## src/rtl/SDRAM_PKG.sv

```systemverilog
// Shared types for the SDRAM arbiter: line address and beat data.
package SDRAM_PKG;

  typedef logic [23:0] dram_access_t;
  typedef logic [31:0] data_t;

endpackage

```

## src/rtl/sdram_arbiter_if.sv

```systemverilog
// Bus bundle between the cache ports, the arbiter and the SDRAM controller.
// master: arbiter view. slave: cache ports plus controller.
interface sdram_arbiter_if #(
  parameter int N_SRC = 4
);

  logic [N_SRC-1:0]                         SRC_REQ_IN;
  logic [N_SRC-1:0]                         SRC_WRITE_IN;
  SDRAM_PKG::dram_access_t [N_SRC-1:0]      SRC_ACS_IN;
  SDRAM_PKG::data_t [N_SRC-1:0]             SRC_WDATA_IN;
  logic [N_SRC-1:0]                         SRC_ACK_OUT;
  logic [N_SRC-1:0]                         SRC_BEAT_OUT;
  SDRAM_PKG::data_t                         SRC_RDATA_OUT;

  logic                                     DRAM_REQ_OUT;
  logic                                     DRAM_WRITE_OUT;
  SDRAM_PKG::dram_access_t                  DRAM_ACS_OUT;
  SDRAM_PKG::data_t                         DRAM_WDATA_OUT;
  logic                                     DRAM_ACK_IN;
  logic                                     DRAM_BEAT_IN;
  SDRAM_PKG::data_t                         DRAM_RDATA_IN;

  modport master (
    input  SRC_REQ_IN, SRC_WRITE_IN, SRC_ACS_IN, SRC_WDATA_IN,
    input  DRAM_ACK_IN, DRAM_BEAT_IN, DRAM_RDATA_IN,
    output SRC_ACK_OUT, SRC_BEAT_OUT, SRC_RDATA_OUT,
    output DRAM_REQ_OUT, DRAM_WRITE_OUT, DRAM_ACS_OUT, DRAM_WDATA_OUT
  );

  modport slave (
    output SRC_REQ_IN, SRC_WRITE_IN, SRC_ACS_IN, SRC_WDATA_IN,
    output DRAM_ACK_IN, DRAM_BEAT_IN, DRAM_RDATA_IN,
    input  SRC_ACK_OUT, SRC_BEAT_OUT, SRC_RDATA_OUT,
    input  DRAM_REQ_OUT, DRAM_WRITE_OUT, DRAM_ACS_OUT, DRAM_WDATA_OUT
  );

endinterface

```

## src/rtl/sdram_arbiter.sv

```systemverilog
// Round-robin arbiter sharing one SDRAM controller port between N_SRC
// cache line-fill/writeback ports. A grant is held for a whole BURST-beat line.
//
// state | meaning
// ------+--------------------------------------------------------------
// IDLE  | no transfer; pick next requester from rr_ptr upward
// ISSUE | command presented to controller, waiting for DRAM_ACK_IN
// XFER  | forwarding BURST beats between controller and granted port
module sdram_arbiter #(
  parameter int N_SRC = 4,
  parameter int BURST = 8
) (
  input  logic            CLK,
  input  logic            RESET_IN,
  sdram_arbiter_if.master bus
);

  import SDRAM_PKG::*;

  localparam int GW = (N_SRC > 1) ? $clog2(N_SRC) : 1;
  localparam int BW = (BURST > 1) ? $clog2(BURST) : 1;
  localparam logic [GW-1:0] LAST_SRC  = GW'(N_SRC - 1);
  localparam logic [BW-1:0] LAST_BEAT = BW'(BURST - 1);

  typedef enum logic [1:0] {
    IDLE  = 2'd0,
    ISSUE = 2'd1,
    XFER  = 2'd2
  } state_t;

  state_t        state_q, state_d;
  logic [GW-1:0] grant_q, grant_d;
  logic [GW-1:0] rr_ptr_q, rr_ptr_d;
  logic [BW-1:0] beat_cnt_q, beat_cnt_d;
  logic          write_q, write_d;
  dram_access_t  acs_q, acs_d;

  logic          any_req;
  logic [GW-1:0] pick;
  logic [GW:0]   idx;

  // Round-robin search: first requester at or after rr_ptr, wrapping.
  always_comb begin
    any_req = 1'b0;
    pick    = rr_ptr_q;
    idx     = '0;
    for (int i = 0; i < N_SRC; i++) begin
      idx = {1'b0, rr_ptr_q} + (GW+1)'(i);
      if (idx >= (GW+1)'(N_SRC)) begin
        idx = idx - (GW+1)'(N_SRC);
      end
      if (!any_req && bus.SRC_REQ_IN[idx[GW-1:0]]) begin
        any_req = 1'b1;
        pick    = idx[GW-1:0];
      end
    end
  end

  // State, grant, pointer and latched command registers.
  always_ff @(posedge CLK or negedge RESET_IN) begin
    if (!RESET_IN) begin
      state_q    <= IDLE;
      grant_q    <= '0;
      rr_ptr_q   <= '0;
      beat_cnt_q <= '0;
      write_q    <= 1'b0;
      acs_q      <= '0;
    end else begin
      state_q    <= state_d;
      grant_q    <= grant_d;
      rr_ptr_q   <= rr_ptr_d;
      beat_cnt_q <= beat_cnt_d;
      write_q    <= write_d;
      acs_q      <= acs_d;
    end
  end

  // Next-state logic and all outputs; ACK and beat strobes route combinationally
  // to the granted port only, data paths are gated to zero outside XFER.
  always_comb begin
    state_d    = state_q;
    grant_d    = grant_q;
    rr_ptr_d   = rr_ptr_q;
    beat_cnt_d = beat_cnt_q;
    write_d    = write_q;
    acs_d      = acs_q;

    bus.DRAM_REQ_OUT   = 1'b0;
    bus.DRAM_WRITE_OUT = write_q;
    bus.DRAM_ACS_OUT   = acs_q;
    bus.DRAM_WDATA_OUT = '0;
    bus.SRC_ACK_OUT    = '0;
    bus.SRC_BEAT_OUT   = '0;
    bus.SRC_RDATA_OUT  = '0;

    unique case (state_q)
      IDLE: begin
        if (any_req) begin
          grant_d = pick;
          write_d = bus.SRC_WRITE_IN[pick];
          acs_d   = bus.SRC_ACS_IN[pick];
          state_d = ISSUE;
        end
      end
      ISSUE: begin
        bus.DRAM_REQ_OUT = 1'b1;
        if (bus.DRAM_ACK_IN) begin
          bus.SRC_ACK_OUT[grant_q] = 1'b1;
          beat_cnt_d               = '0;
          state_d                  = XFER;
        end
      end
      XFER: begin
        bus.DRAM_WDATA_OUT = bus.SRC_WDATA_IN[grant_q];
        bus.SRC_RDATA_OUT  = bus.DRAM_RDATA_IN;
        if (bus.DRAM_BEAT_IN) begin
          bus.SRC_BEAT_OUT[grant_q] = 1'b1;
          if (beat_cnt_q == LAST_BEAT) begin
            beat_cnt_d = '0;
            rr_ptr_d   = (grant_q == LAST_SRC) ? '0 : grant_q + 1'b1;
            state_d    = IDLE;
          end else begin
            beat_cnt_d = beat_cnt_q + 1'b1;
          end
        end
      end
      default: begin
        state_d = IDLE;
      end
    endcase
  end

endmodule

```

## src/flat_wrapper.sv

```systemverilog
// flat-port wrapper written by rule: the top's interface ports become plain ports
module sdram_arbiter_flat import SDRAM_PKG::*;
#(
  parameter int N_SRC = 4,
  parameter int BURST = 8
)
  (CLK, RESET_IN, bus_SRC_REQ_IN, bus_SRC_WRITE_IN, bus_SRC_ACS_IN, bus_SRC_WDATA_IN, bus_DRAM_ACK_IN, bus_DRAM_BEAT_IN, bus_DRAM_RDATA_IN, bus_SRC_ACK_OUT, bus_SRC_BEAT_OUT, bus_SRC_RDATA_OUT, bus_DRAM_REQ_OUT, bus_DRAM_WRITE_OUT, bus_DRAM_ACS_OUT, bus_DRAM_WDATA_OUT);
  sdram_arbiter_if #(.N_SRC(N_SRC)) bus_i ();
  input  logic CLK;
  input  logic RESET_IN;
  input wire logic [$bits(bus_i.SRC_REQ_IN)-1:0] bus_SRC_REQ_IN;
  input wire logic [$bits(bus_i.SRC_WRITE_IN)-1:0] bus_SRC_WRITE_IN;
  input wire logic [$bits(bus_i.SRC_ACS_IN)-1:0] bus_SRC_ACS_IN;
  input wire logic [$bits(bus_i.SRC_WDATA_IN)-1:0] bus_SRC_WDATA_IN;
  input wire logic [$bits(bus_i.DRAM_ACK_IN)-1:0] bus_DRAM_ACK_IN;
  input wire logic [$bits(bus_i.DRAM_BEAT_IN)-1:0] bus_DRAM_BEAT_IN;
  input wire logic [$bits(bus_i.DRAM_RDATA_IN)-1:0] bus_DRAM_RDATA_IN;
  output wire logic [$bits(bus_i.SRC_ACK_OUT)-1:0] bus_SRC_ACK_OUT;
  output wire logic [$bits(bus_i.SRC_BEAT_OUT)-1:0] bus_SRC_BEAT_OUT;
  output wire logic [$bits(bus_i.SRC_RDATA_OUT)-1:0] bus_SRC_RDATA_OUT;
  output wire logic [$bits(bus_i.DRAM_REQ_OUT)-1:0] bus_DRAM_REQ_OUT;
  output wire logic [$bits(bus_i.DRAM_WRITE_OUT)-1:0] bus_DRAM_WRITE_OUT;
  output wire logic [$bits(bus_i.DRAM_ACS_OUT)-1:0] bus_DRAM_ACS_OUT;
  output wire logic [$bits(bus_i.DRAM_WDATA_OUT)-1:0] bus_DRAM_WDATA_OUT;
  assign bus_i.SRC_REQ_IN = bus_SRC_REQ_IN;
  assign bus_i.SRC_WRITE_IN = bus_SRC_WRITE_IN;
  assign bus_i.SRC_ACS_IN = bus_SRC_ACS_IN;
  assign bus_i.SRC_WDATA_IN = bus_SRC_WDATA_IN;
  assign bus_i.DRAM_ACK_IN = bus_DRAM_ACK_IN;
  assign bus_i.DRAM_BEAT_IN = bus_DRAM_BEAT_IN;
  assign bus_i.DRAM_RDATA_IN = bus_DRAM_RDATA_IN;
  assign bus_SRC_ACK_OUT = bus_i.SRC_ACK_OUT;
  assign bus_SRC_BEAT_OUT = bus_i.SRC_BEAT_OUT;
  assign bus_SRC_RDATA_OUT = bus_i.SRC_RDATA_OUT;
  assign bus_DRAM_REQ_OUT = bus_i.DRAM_REQ_OUT;
  assign bus_DRAM_WRITE_OUT = bus_i.DRAM_WRITE_OUT;
  assign bus_DRAM_ACS_OUT = bus_i.DRAM_ACS_OUT;
  assign bus_DRAM_WDATA_OUT = bus_i.DRAM_WDATA_OUT;
  sdram_arbiter #(.N_SRC(N_SRC), .BURST(BURST)) u_core (.CLK(CLK), .RESET_IN(RESET_IN), .bus(bus_i));
endmodule
```

## config.mk

```make
export PLATFORM = sky130hd
export DESIGN_NAME = sdram_arbiter_flat
export DESIGN_NICKNAME = d
export VERILOG_FILES = /design/src/rtl/SDRAM_PKG.sv /design/src/rtl/sdram_arbiter_if.sv /design/src/rtl/sdram_arbiter.sv /design/src/flat_wrapper.sv
export SDC_FILE = /design/constraint.sdc
export NUM_CORES = 1
export LEC_CHECK = 0
export ABC_CLOCK_PERIOD_IN_PS = 2590
export BUFFER_PORTS_ARGS = -buffer_cell sky130_fd_sc_hd__buf_2
export CELL_PAD_IN_SITES_DETAIL_PLACEMENT = 2
export CELL_PAD_IN_SITES_GLOBAL_PLACEMENT = 2
export CORE_UTILIZATION = 19
export DETAILED_ROUTE_END_ITERATION = 6
export HOLD_SLACK_MARGIN = 0.15
export PLACE_DENSITY_LB_ADDON = 0.12
export SETUP_SLACK_MARGIN = 0.15
export SLEW_MARGIN = 20
export SYNTH_ARGS = -nofsm -noshare
export SYNTH_HDL_FRONTEND = slang
export SYNTH_SLANG_ARGS = --single-unit
export TNS_END_PERCENT = 5
```

## constraint.sdc

```tcl
create_clock -name CLK -period 2.59 [get_ports CLK]
set_clock_uncertainty 0.2 [all_clocks]
set_input_delay 0 -clock CLK [delete_from_list [all_inputs] [get_ports CLK]]
set_output_delay 0 -clock CLK [all_outputs]
set_load 0.05 [all_outputs]
```

## Yosys cells after proc, flatten, opt, wreduce, memory -nomap -nowiden

Cells that the tools add are included.

| word-level totals | value |
|---|---|
| memory bits (read-only) | 0 |
| bits in writable memories | 0 |
| bits in latches | 0 |
| logic and storage cells | 92 |
| memories | 0 |
| flip-flop bits (word level) | 34 |

| cells by class | value |
|---|---|
| equality and inequality tests | 8 |
| $lt $le $gt $ge | 11 |
| shift operators | 0 |
| div/mod/pow operators | 0 |
| $add $sub $neg | 9 |
| reduce and logical (&&, ||, !) cells | 13 |
| $mul | 0 |
| multiplexer cells | 45 |
| bitwise gates (word level) | 0 |

Operators with widths:

| kind | count |
|---|---|
| two-way mux 32 bit | 3 |
| binary-select mux 32 bit (select 2 bit) | 1 |
| binary-select mux 24 bit (select 2 bit) | 1 |
| two-way mux 2 bit | 13 |
| two-way mux 24 bit | 1 |
| < comparator 2 x 3 -> 1 bit, second input constant | 6 |
| two-way mux 4 bit | 4 |
| two-way mux 1 bit | 11 |
| binary-select mux 1 bit (select 2 bit) | 5 |
| >= comparator 3 bit, second input constant | 3 |
| two-way mux 3 bit | 3 |
| subtractor 2 x 1 -> 2 bit, second input constant | 4 |
| adder 2 x 2 -> 3 bit, second input constant | 2 |
| one-hot mux 2 bit (3 select lines) | 1 |
| one-hot mux 3 bit (2 select lines) | 1 |
| AND reduction 3 bit | 2 |
| == test 2 bit, second input constant | 2 |
| logical AND 1 bit | 4 |
| != test 2 x 1 -> 1 bit, second input constant | 2 |
| != test 2 bit, second input constant | 2 |
| AND reduction 4 bit | 1 |
| adder 2 x 1 -> 3 bit, second input constant | 1 |
| adder 3 x 1 -> 3 bit, second input constant | 1 |
| == test 3 bit, second input constant | 1 |
| 9 further kinds | 11 |

## Longest topological paths before layout

| depth | value |
|---|---|
| depth in word-level cells | 16 |
| gate-level depth with buffers | 8 |
| depth with buffers taken out | 5 |

## Worst setup path after synthesis

No wires, ideal clock.

| timing path | value |
|---|---|
| path type | register to output |
| start point | register u_core.grant_q[0] |
| end point | output bus_DRAM_WDATA_OUT[10] |
| path buffers | 2 |
| required time | 2390 ps |
| path slack | 484 ps |
| cell stages (with the launch flop) | 5 |
| arrival time | 1906 ps |
| path through | dfrtp_1 > clkbuf_1 > buf_2 > mux4_2 > and2_1 |

| between the ends | value |
|---|---|
| word-level cells in the longest chain between the ends | 3 |

Ends and longest elaborated chain:

| element | RTL line | source |
|---|---|---|
| start, declared | sdram_arbiter.sv:32 | `logic [GW-1:0] grant_q, grant_d;` |
| start signal, assigned | sdram_arbiter.sv:70 | `grant_q <= grant_d;` |
| binary-select mux 32 bit (select 2 bit) | sdram_arbiter.sv:114 | `bus.DRAM_WDATA_OUT = bus.SRC_WDATA_IN[grant_q];` |
| two-way mux 32 bit (not written as such) | sdram_arbiter.sv:114 |  |
| two-way mux 32 bit | sdram_arbiter.sv:96 | `unique case (state_q)` |
| end, declared | flat_wrapper.sv:24 | `output wire logic [$bits(bus_i.DRAM_WDATA_OUT)-1:0] bus_DRAM_WDATA_OUT;` |

No other way between the ends. The select of a mux whose other input is x is not followed.

## Final worst setup path

| timing path | value |
|---|---|
| start point | register u_core.rr_ptr_q[1] |
| end point | register u_core.acs_q[7] (netlist: u_core.bus.DRAM_ACS_OUT[7]) |

| between the ends | value |
|---|---|
| word-level cells in the longest chain between the ends | 16 |
| elaborated cells between the ends (all ways) | 40 |

Ends and longest elaborated chain:

| element | RTL line | source |
|---|---|---|
| start, declared | sdram_arbiter.sv:33 | `logic [GW-1:0] rr_ptr_q, rr_ptr_d;` |
| start signal, assigned | sdram_arbiter.sv:71 | `rr_ptr_q <= rr_ptr_d;` |
| parallel branches: the longest is 16 deep, another holds adder 2 x 1 -> 3 bit | n/a |  |
| end signal, assigned | sdram_arbiter.sv:74 | `acs_q <= acs_d;` |
| end, declared | sdram_arbiter.sv:36 | `dram_access_t acs_q, acs_d;` |

Several ways; the timed one is not identified. The select of a mux whose other input is x is not followed.
A chain may end at the register's enable or synchronous reset.

==> summary.txt <==
Placed Cells = 950
sequential cell area = 852 µm²
maximum VDD drop = 396 µV
family with the most delay on the worst path = compound AO/OA/AOI/OAI gates
length of the first detailed-routing pass in iterations = 4
Initial Utilization = 19.7%
summed instance area of the synthesized netlist = 3740 µm²
average cell area after synthesis = 10.7 µm²
CTS Root Cell = clkbuf_16
final design instance area without fill = 7060 µm²
most used cells in the layout excluding fill and tap cells = 365 x buf_2, 103 x dlygate4sd3_1, 65 x and2_1
fill count = 2182
Syn Inst Count = 350
post-synthesis cell type count = 38
maximum clock rate = 0.431 GHz
antenna violations before repair = 6
CP Cell Sequence = and3b_1 -> a2111oi_2 -> o21ai_2 -> buf_4 -> a211o_1 -> o221a_1
drc violations = 0
ratio of cells with drive above 1 in the final layout = 56.4%
CTS buffer count = 5
core utilization of the finished layout = 37.1%
HPWL after DPL = 18000 µm
area growth from synthesis to layout = 88.5%
worst path setup slack after routing = 270 ps
setup tns final = 0 ps
Setup WS pre-CTS = 276 ps
count of endpoints failing hold in the final timing report = 0
commonest non-fill, non-tap cell in the layout = buf_2
total of endpoints with negative setup slack in the final report = 0
final layout net count = 1074
deepest clock path buffer count = 2
post-cts resize count = 0
overall overflow remaining after global route = 0
clock transition at the registers of the reported paths = 60 ps
total number of H-tree levels = 2
slowest cell delay on critical path = 460 ps
count of input and output buffers = 365
total number of clock tree sinks = 34
vias post-DR = 4956
data required time of the worst path = 2550 ps
Hold WC Path Type = primary input to asynchronous set/reset pin
Placement Rows = 50
Via-to-Cell Ratio = 4.64
Crit path buffers/inverters = 1
net count after synthesis = 624
static leakage = 3.49 nW
post-route fraction of the period consumed by the critical path = 89.6%
max capacitance violation total = 0
standard cell core area = 19000 µm²
Final Instance Count excl. Fillers = 1067
number of buffers inserted for hold repair after clock tree synthesis = 103
latest clock arrival within the worst-skew pair = 280 ps
final routed wire length divided by cell count = 22.5 µm
Tightest Pin Transition = 866 ps
arrival time at the worst endpoint = 2280 ps
Die Y-Extent = 142 µm
category of the worst setup path launch point = flip-flop
Critical Path End Type = flip-flop
pins over their slew limit = 0
total power divided by cell area = 862 nW/µm²
slew margin rel. = 42.3%
via count of the first global-routing pass = 5729
Placement Cell Area = 5850 µm²
worst setup path class = flip-flop to flip-flop
weighted congestion reported at the end of routability-driven placement = 0.939
slowest cell on the critical path = dfrtp_1
residual antenna-violating net count after detailed routing = 0
die footprint = 20300 µm²
worst-path maximum fanout = 10
largest net degree at the start of global routing = 55
Global Route Usage Sum = 23.1%
combined area of the multi-input logic cells = 2670 µm²
Starting DRT DRC Count = 125
RSZ-0062 raised after global routing = false
width of the die = 142 µm
I/O pin count = 366
run status = finished, final reports clean
sequential-to-total area share from yosys stat = 22.7%
FF+latch count, synth = 34
Post-CTS Repair Setup Buffers = 0
routed wire length = 24000 µm
final period demand of the worst path = 2320 ps
CTS tree = built
Ys Warns = 0
first-pass GRT wire length = 34500 µm
[worst paths after layout]
check / from / endpoint / slack (ps) / cells after the start
worst max-delay path: u_core.rr_ptr_q[1]$_DFFE_PN0P_ / u_core.bus.DRAM_ACS_OUT[7]$_DFFE_PN0P_ / 270 / 6
worst min-delay path: RESET_IN / u_core.bus.DRAM_ACS_OUT[20]$_DFFE_PN0P_ / 180 / 2
worst max register to register: u_core.rr_ptr_q[1]$_DFFE_PN0P_ / u_core.bus.DRAM_ACS_OUT[7]$_DFFE_PN0P_ / 270 / 6
worst min register to register: u_core.beat_cnt_q[2]$_DFFE_PN0P_ / u_core.beat_cnt_q[2]$_DFFE_PN0P_ / 300 / 1
max in group asynchronous: RESET_IN / u_core.grant_q[0]$_DFFE_PN0P_ / 1410 / 2
min in group CLK: bus_DRAM_RDATA_IN[5] / bus_SRC_RDATA_OUT[5] / 210 / 3
[power by group]
part	internal (mW)	total, mW	switching [mW]
Combinational	1.56	4.44	2.88
Clock	0.456	0.693	0.237
Sequential	0.774	0.949	0.175
[metal layers]
metal	up-vias	track usage [%]	wire length (µm)
met1	2452	24.5	8880
li1	2268	-	-
met3	28	4.74	1530
met2	206	45.5	13200
met5	-	0	13
met4	2	5.77	422
[cell usage after synthesis, drive strengths merged]
cell type,number,area share [%]
a32o,3,0.80
or3b,1,0.23
clkbuf,27,2.7
nand2,29,2.9
a211o,26,6.1
a21o,1,0.20
mux2,26,10
or3,2,0.33
o2bb2ai,1,0.40
and3b,1,0.23
inv,5,0.50
nor3,2,0.40
buf,13,3.0
and3,8,1.3
nor2b,4,0.67
a211oi,25,5.0
nor3b,1,0.20
o21ai,4,0.63
ha,6,2.0
nor4,1,0.17
o21a,2,0.40
nand2b,1,0.17
mux4,32,19
a21oi,1,0.13
nand3,1,0.13
dfrtp,34,23
a2111oi,1,0.40
and2,65,11
o221a,25,7.5
nor2,1,0.10
o31ai,1,0.20
[metrics by stage]
| step | power [mW] | hold WS (ps) |
|---|---|---|
| 2_1_floorplan | 4.04 | -496 |
| 3_3_place_gp | 5.23 | -38.6 |
| 3_5_place_dp | 5.31 | -30.0 |
| 4_1_cts | 6.15 | 208 |
| 5_1_grt | 6.41 | 222 |
| 6_report | 6.08 | 175 |
[cells by family after synthesis]
logic type	count (synthesis)	synth area share, %
buf+inv	45	6.25
mux	58	29.5
flops	34	22.7
simple gates	117	17.7
fa+ha+maj	6	2.01
compound gates	90	21.8
[flip-flops by register name, indices dropped and copies added, names as in the netlist]
name / cells
u_core.state_q: 2
u_core.grant_q: 2
u_core.bus.DRAM_ACS_OUT: 24
u_core.beat_cnt_q: 3
u_core.rr_ptr_q: 2
u_core.bus.DRAM_WRITE_OUT: 1
[cell type report]
class	instances	share of cell area [%]
repair buffers	483	42.6
flip-flops and latches	34	12.1
clock buffers	7	1.88
clock inverters	1	0.426
inverters	5	0.266
well taps	260	4.61
diodes	6	0.213
multi-input cells	271	37.9
No activity file was read; power rests on OpenSTA's default activity.
